## src/rtl/spi_avalon_transmitter.sv

```systemverilog
// Avalon-MM slave with a TX FIFO feeding an SPI mode-0 master (MSB first, active-low CS).
// Optional macro SPI_TX_IRQ_EN adds a registered "idle and empty" interrupt.
module spi_avalon_transmitter #(
    parameter int FIFO_DEPTH = 16,
    parameter int CLK_DIV    = 4,
    parameter int CS_GAP     = 2
) (
    input  logic        clock,
    input  logic        reset,
    input  logic [1:0]  io_Avalon_address,
    input  logic        io_Avalon_read,
    input  logic        io_Avalon_write,
    input  logic [31:0] io_Avalon_writedata,
    output logic [31:0] io_Avalon_readdata,
    output logic        io_SCLK,
    output logic        io_MOSI,
    output logic        io_CS,
    output logic        io_irq
);

    // State table:
    //   S_IDLE  | CS high, waiting for a queued byte
    //   S_SETUP | CS low, bit7 presented, SCLK low for one half-period
    //   S_HIGH  | SCLK high, receiver samples MOSI
    //   S_LOW   | SCLK low, next bit presented
    //   S_HOLD  | last bit done, CS still low for one half-period
    //   S_GAP   | CS high for CS_GAP half-periods before the next frame
    typedef enum logic [2:0] {S_IDLE, S_SETUP, S_HIGH, S_LOW, S_HOLD, S_GAP} state_t;

    localparam int AW      = $clog2(FIFO_DEPTH);
    localparam int CW      = $clog2(FIFO_DEPTH + 1);
    localparam int GAP_CYC = CS_GAP * CLK_DIV;
    localparam int TW      = $clog2(GAP_CYC + 1);
    localparam logic [TW-1:0] DIV_LOAD = TW'(CLK_DIV - 1);
    localparam logic [TW-1:0] GAP_LOAD = TW'(GAP_CYC - 1);

    state_t          state_q, state_d;
    logic [TW-1:0]   tmr_q, tmr_d;
    logic [2:0]      bit_q, bit_d;
    logic [7:0]      shift_q, shift_d;
    logic [AW-1:0]   wr_ptr_q, wr_ptr_d, rd_ptr_q, rd_ptr_d;
    logic [CW-1:0]   count_q, count_d;
    logic            ovf_q, ovf_d;
    logic [31:0]     readdata_q, readdata_d;
    logic            sclk_q, sclk_d, mosi_q, mosi_d, cs_q, cs_d;
    logic [7:0]      mem_q [FIFO_DEPTH];
    logic            irq_en_q, irq_en_d;

    logic wr_data, wr_ctrl, push, pop, empty, full, tmr_done, active;
    logic [31:0] status_w, control_w;
    logic unused_wdata;

    assign unused_wdata = ^io_Avalon_writedata[31:8];

    assign wr_data  = io_Avalon_write && (io_Avalon_address == 2'd0);
    assign wr_ctrl  = io_Avalon_write && (io_Avalon_address == 2'd2);
    assign empty    = (count_q == '0);
    assign full     = (count_q == CW'(FIFO_DEPTH));
    assign tmr_done = (tmr_q == '0);

    always_comb begin
        state_d = state_q;
        tmr_d   = tmr_done ? tmr_q : tmr_q - 1'b1;
        bit_d   = bit_q;
        shift_d = shift_q;
        pop     = 1'b0;
        case (state_q)
            S_IDLE: begin
                if (!empty) begin
                    pop     = 1'b1;
                    shift_d = mem_q[rd_ptr_q];
                    bit_d   = '0;
                    tmr_d   = DIV_LOAD;
                    state_d = S_SETUP;
                end
            end
            S_SETUP, S_LOW: begin
                if (tmr_done) begin
                    tmr_d   = DIV_LOAD;
                    state_d = S_HIGH;
                end
            end
            S_HIGH: begin
                if (tmr_done) begin
                    tmr_d = DIV_LOAD;
                    if (bit_q == 3'd7) begin
                        // Back-to-back bytes stay in the same CS-low frame.
                        if (!empty) begin
                            pop     = 1'b1;
                            shift_d = mem_q[rd_ptr_q];
                            bit_d   = '0;
                            state_d = S_SETUP;
                        end else begin
                            state_d = S_HOLD;
                        end
                    end else begin
                        bit_d   = bit_q + 1'b1;
                        shift_d = {shift_q[6:0], 1'b0};
                        state_d = S_LOW;
                    end
                end
            end
            S_HOLD: begin
                if (tmr_done) begin
                    tmr_d   = GAP_LOAD;
                    state_d = S_GAP;
                end
            end
            S_GAP: begin
                if (tmr_done) state_d = S_IDLE;
            end
            default: state_d = S_IDLE;
        endcase
    end

    always_comb begin
        push     = wr_data && (!full || pop);
        wr_ptr_d = push ? wr_ptr_q + 1'b1 : wr_ptr_q;
        rd_ptr_d = pop ? rd_ptr_q + 1'b1 : rd_ptr_q;
        case ({push, pop})
            2'b10:   count_d = count_q + 1'b1;
            2'b01:   count_d = count_q - 1'b1;
            default: count_d = count_q;
        endcase
        ovf_d = ovf_q || (wr_data && full && !pop);
        if (wr_ctrl && io_Avalon_writedata[1]) ovf_d = 1'b0;
        irq_en_d = irq_en_q;
        if (wr_ctrl) irq_en_d = io_Avalon_writedata[0];
    end

    // Outputs are registered from next-state values so they line up with state_q.
    always_comb begin
        active = (state_d == S_SETUP) || (state_d == S_HIGH) || (state_d == S_LOW);
        sclk_d = (state_d == S_HIGH);
        cs_d   = !(active || (state_d == S_HOLD));
        mosi_d = active ? shift_d[7] : 1'b0;
    end

    always_comb begin
        status_w   = {16'b0, 8'(count_q), 4'b0, ovf_q, empty, full, state_q != S_IDLE};
`ifdef SPI_TX_IRQ_EN
        control_w  = {31'b0, irq_en_q};
`else
        control_w  = 32'b0;
`endif
        readdata_d = readdata_q;
        if (io_Avalon_read) begin
            case (io_Avalon_address)
                2'd1:    readdata_d = status_w;
                2'd2:    readdata_d = control_w;
                default: readdata_d = 32'b0;
            endcase
        end
    end

    always_ff @(posedge clock) begin
        if (reset) begin
            state_q    <= S_IDLE;
            tmr_q      <= '0;
            bit_q      <= '0;
            shift_q    <= '0;
            wr_ptr_q   <= '0;
            rd_ptr_q   <= '0;
            count_q    <= '0;
            ovf_q      <= 1'b0;
            readdata_q <= '0;
            sclk_q     <= 1'b0;
            mosi_q     <= 1'b0;
            cs_q       <= 1'b1;
        end else begin
            state_q    <= state_d;
            tmr_q      <= tmr_d;
            bit_q      <= bit_d;
            shift_q    <= shift_d;
            wr_ptr_q   <= wr_ptr_d;
            rd_ptr_q   <= rd_ptr_d;
            count_q    <= count_d;
            ovf_q      <= ovf_d;
            readdata_q <= readdata_d;
            sclk_q     <= sclk_d;
            mosi_q     <= mosi_d;
            cs_q       <= cs_d;
        end
    end

    always_ff @(posedge clock) begin
        if (push) mem_q[wr_ptr_q] <= io_Avalon_writedata[7:0];
    end

`ifdef SPI_TX_IRQ_EN
    logic irq_q, irq_d;
    assign irq_d = irq_en_d && (count_d == '0) && (state_d == S_IDLE);
    always_ff @(posedge clock) begin
        if (reset) begin
            irq_en_q <= 1'b0;
            irq_q    <= 1'b0;
        end else begin
            irq_en_q <= irq_en_d;
            irq_q    <= irq_d;
        end
    end
    assign io_irq = irq_q;
`else
    assign irq_en_q = 1'b0;
    assign io_irq   = 1'b0;
    logic unused_irq;
    assign unused_irq = irq_en_d;
`endif

    assign io_Avalon_readdata = readdata_q;
    assign io_SCLK            = sclk_q;
    assign io_MOSI            = mosi_q;
    assign io_CS              = cs_q;

endmodule

```

## config.mk

```make
export PLATFORM = sky130hd
export DESIGN_NAME = spi_avalon_transmitter
export DESIGN_NICKNAME = d
export VERILOG_FILES = /design/src/rtl/spi_avalon_transmitter.sv
export SDC_FILE = /design/constraint.sdc
export NUM_CORES = 1
export LEC_CHECK = 0
export BUFFER_PORTS_ARGS = -buffer_cell sky130_fd_sc_hd__buf_2
export CORE_MARGIN = 2
export CORE_UTILIZATION = 45
export CTS_CLUSTER_SIZE = 14
export DETAILED_ROUTE_END_ITERATION = 12
export PLACE_DENSITY = 0.66
export SYNTH_ARGS = -nofsm -noshare
export SYNTH_HDL_FRONTEND = slang
export SYNTH_SLANG_ARGS = --single-unit
```

## constraint.sdc

```tcl
create_clock -name clock -period 2.6 [get_ports clock]
set_input_delay 0.13 -clock clock [delete_from_list [all_inputs] [get_ports clock]]
set_output_delay 0.13 -clock clock [all_outputs]
set_load 0.03 [all_outputs]
```

==> results.yml <==
layout:
  fin_area_um2: 8660
  fillCellCount: 1378
  diodes: 0
  area_growth_syn_to_layout_pct: 13.3
  drive_gt1_share_pct: 24.0
  final_cell_mix: "edfxtp_1, dfxtp_1, nor2_1"
  finalNonFillerCells: 828
  layout.nets: 646
  final_common_cell: "edfxtp_1"
power:
  irDropWorstVdd_mv: 0.848
  switching_share_pct: 32.4
  p_sw_w: 0.00267
  p_per_area_nw_per_um2: 950
  clockPowerShare_pct: 29.4
  leakagePower_nw: 3.00
  pwr-share-seq_pct: 42.0
  combinationalPowerShare_pct: 28.6
  internal_power_w: 0.00556
routing:
  ant_nets: 0
  dr.pass1.iters: 5
  drt-wirelength-per-cell_um: 19.1
  drt_iter0_drc: 463
  num_vias: 4648
  drc: 0
  via_per_inst: 5.61
  drt_wl_total_um: 15800
clocking:
  clk_latency_ns: 0.43
  cts.sinks: 176
  root_buffer: "clkbuf_16"
  cts_tree: "done"
  cts_buffer_depth: 2
  h-tree-depth: 4
  clk_pin_slew_worst_paths_ns: 0.07
  post_cts_buffers: 0
  cts_buffers: 17
sta:
  maxSlewHeadroom_pct: 49.6
  max_freq_ghz: 0.406
  setup_viol: 0
  maxSlewViolCount: 0
  skew_ns: 0.0125
  fin_crit_sh_pct: 94.8
  worst_slew_pin_slew_ns: 0.756
  fin_tns_setup_ns: 0
  rsz0062_at_grt: "false"
  fin_crit_ns: 2.46
  hold_violations: 0
  whs_ns: 0.0789
placed_design:
  post-dp-hpwl_um: 10700
  placed_cell_area_um2: 8100
  gp_congestion: 0.823
  dp.cells: 797
  numPortBuffers: 25
synthesis:
  syn_area_um2: 7640
  synth_edf_count: 128
  ys_ff_latch: 176
  synth_ff_type: "edfxtp_1"
  synth_cells: 543
  ys_types: 75
  yosysWarnings: 0
  syn_avg_cell_area_um2: 14.1
  ys_seq_area_share_pct: 62.8
  async_reset_ff_share_pct: 0
setup_path:
  worst-path-buf-inv: 0
  cp_data_arrival_time_ns: 2.78
  crit_type: "register to register"
  slowest_stage: "dfxtp_1"
  endpoint_kind: "register"
  path_max_fanout: 4
  rrSetupSlack_ns: 0.14
  critPathRequiredTime_ns: 2.92
  start_kind: "register"
  worst_path_most_repeated_cell: "ha_1"
  critPathMaxStageDelay_ns: 0.35
  crit_family: "adder cells"
  crit_chain: "ha_1 > ha_1 > nand4bb_1 > nand2_1 > nand4_1 > xnor2_1 > ha_1 > o21a_1 > o32a_1 > mux2_1"
die:
  die_area_um2: 18000
  core_area_um2: 16600
  boundaryPins: 74
  start_util_pct: 46.1
  rows: 47
  fp.dieW_um: 134
  die_height_um: 134
status:
  status: "complete, no violations"
global_routing:
  grt_pass1_wl_um: 25200
  grt_usage_pct: 18.5
  grt.overflow.total: 0
  antenna_found_initial: 0
  first_global_vias: 4619
  grt_max_degree: 24
hold_path:
  hp-class: "primary input to register"
job:
  maxCapViolCount: 0
==> final cells by class <==
| class | count | area (µm²) | share of cell area, % |
|---|---|---|---|
| Sequential cell | 176 | 4810 | 55.5 |
| Multi-Input combinational cell | 325 | 2550 | 29.5 |
| Clock buffer | 17 | 425 | 4.91 |
| Timing Repair Buffer | 64 | 418 | 4.83 |
| Tap cell | 220 | 275 | 3.18 |
| Clock inverter | 14 | 134 | 1.55 |
| Inverter | 12 | 45.0 | 0.520 |
==> metal layers <==
| layer | global-route usage (%) | up-vias | part of all wire, % |
|---|---|---|---|
| li1 | - | 2140 | - |
| met1 | 24.6 | 2350 | 44 |
| met2 | 30.8 | 144 | 49 |
| met3 | 4.42 | 14 | 5.6 |
| met4 | 4.80 | 0 | 0.85 |
| met5 | 0 | - | 0 |
==> final timing paths <==
kind | to | cells after the start | start
max reg2reg | count_q[4]$_SDFFE_PP0P_ | 10 | bit_q[1]$_SDFFE_PP0P_
min reg2reg | io_Avalon_readdata[12]$_SDFFE_PP0P_ | 2 | io_Avalon_readdata[12]$_SDFFE_PP0P_
max | count_q[4]$_SDFFE_PP0P_ | 10 | bit_q[1]$_SDFFE_PP0P_
min | io_Avalon_readdata[10]$_SDFFE_PP0P_ | 2 | reset
==> synthesized netlist by cell type (3+ instances only) <==
cell type,n,share of area [%]
nor2_1,44,2.2
a221oi_1,3,0.34
mux4_2,29,8.5
nand2_1,38,1.9
nand4_1,3,0.25
nand3_1,13,0.85
a32oi_1,7,0.80
inv_1,9,0.44
xnor2_1,3,0.34
a22oi_1,10,0.98
nor3_1,9,0.59
nor2b_1,7,0.57
xor2_1,5,0.57
buf_2,10,0.65
o31ai_1,3,0.29
nand2b_1,6,0.49
o221ai_1,6,0.69
clkbuf_1,12,0.59
or3_1,4,0.33
a21oi_1,19,1.2
o21ai_0,10,0.65
nor4_1,3,0.25
ha_1,12,2.0
buf_4,27,2.7
mux2i_1,9,1.2
and2_1,3,0.25
edfxtp_1,128,50
dfxtp_1,48,13
==> power groups by stage <==
stage	sequential [W]	combinational (W)	clock, W
global placement	0.00351	0.00225	0
floorplan	0.00341	0.00186	0
detailed placement	0.00352	0.00234	0
finish	0.00345	0.00235	0.00242
CTS	0.00346	0.00236	0.00246
global route	0.00350	0.00259	0.00258
==> per-stage QoR <==
step	utilization (%)	power, W	setup WS, ns
floorplan	-	0.00527	0.0731
global placement	48.8	0.00576	0.158
detailed placement	48.8	0.00586	0.108
CTS	52.2	0.00827	0.0959
global route	52.2	0.00867	0.0135
finish	52.2	0.00822	0.136
==> registers in the layout (all words and copies together), names as in the netlist, named ones only <==
name                cells
io_SCLK                 1
state_q                 3
io_Avalon_readdata      9
io_MOSI                 1
bit_q                   3
count_q                 5
mem_q                 128
rd_ptr_q                4
wr_ptr_q                4
ovf_q                   1
tmr_q                   4
shift_q                 8
io_CS                   1
==> what timing repair did <==
item | in CTS | in global routing
hold buffers | 0 | 0
resized for setup | 0 | 1
endpoints found under the setup margin | 0 | 6
==> kinds of logic (layout without fill, tap and decap cells) <==
family	count (synthesis)	after routing	synth area share (%)
flops	176	176	62.8
simple gates	152	152	10.3
compound gates	88	88	8.87
buf+inv	65	107	4.88
mux	41	41	10.2
fa+ha+maj	12	12	1.96
xor+xnor	8	8	0.917
other cells	1	24	0.0491
Note: power is estimated with default switching activity, not from simulation.
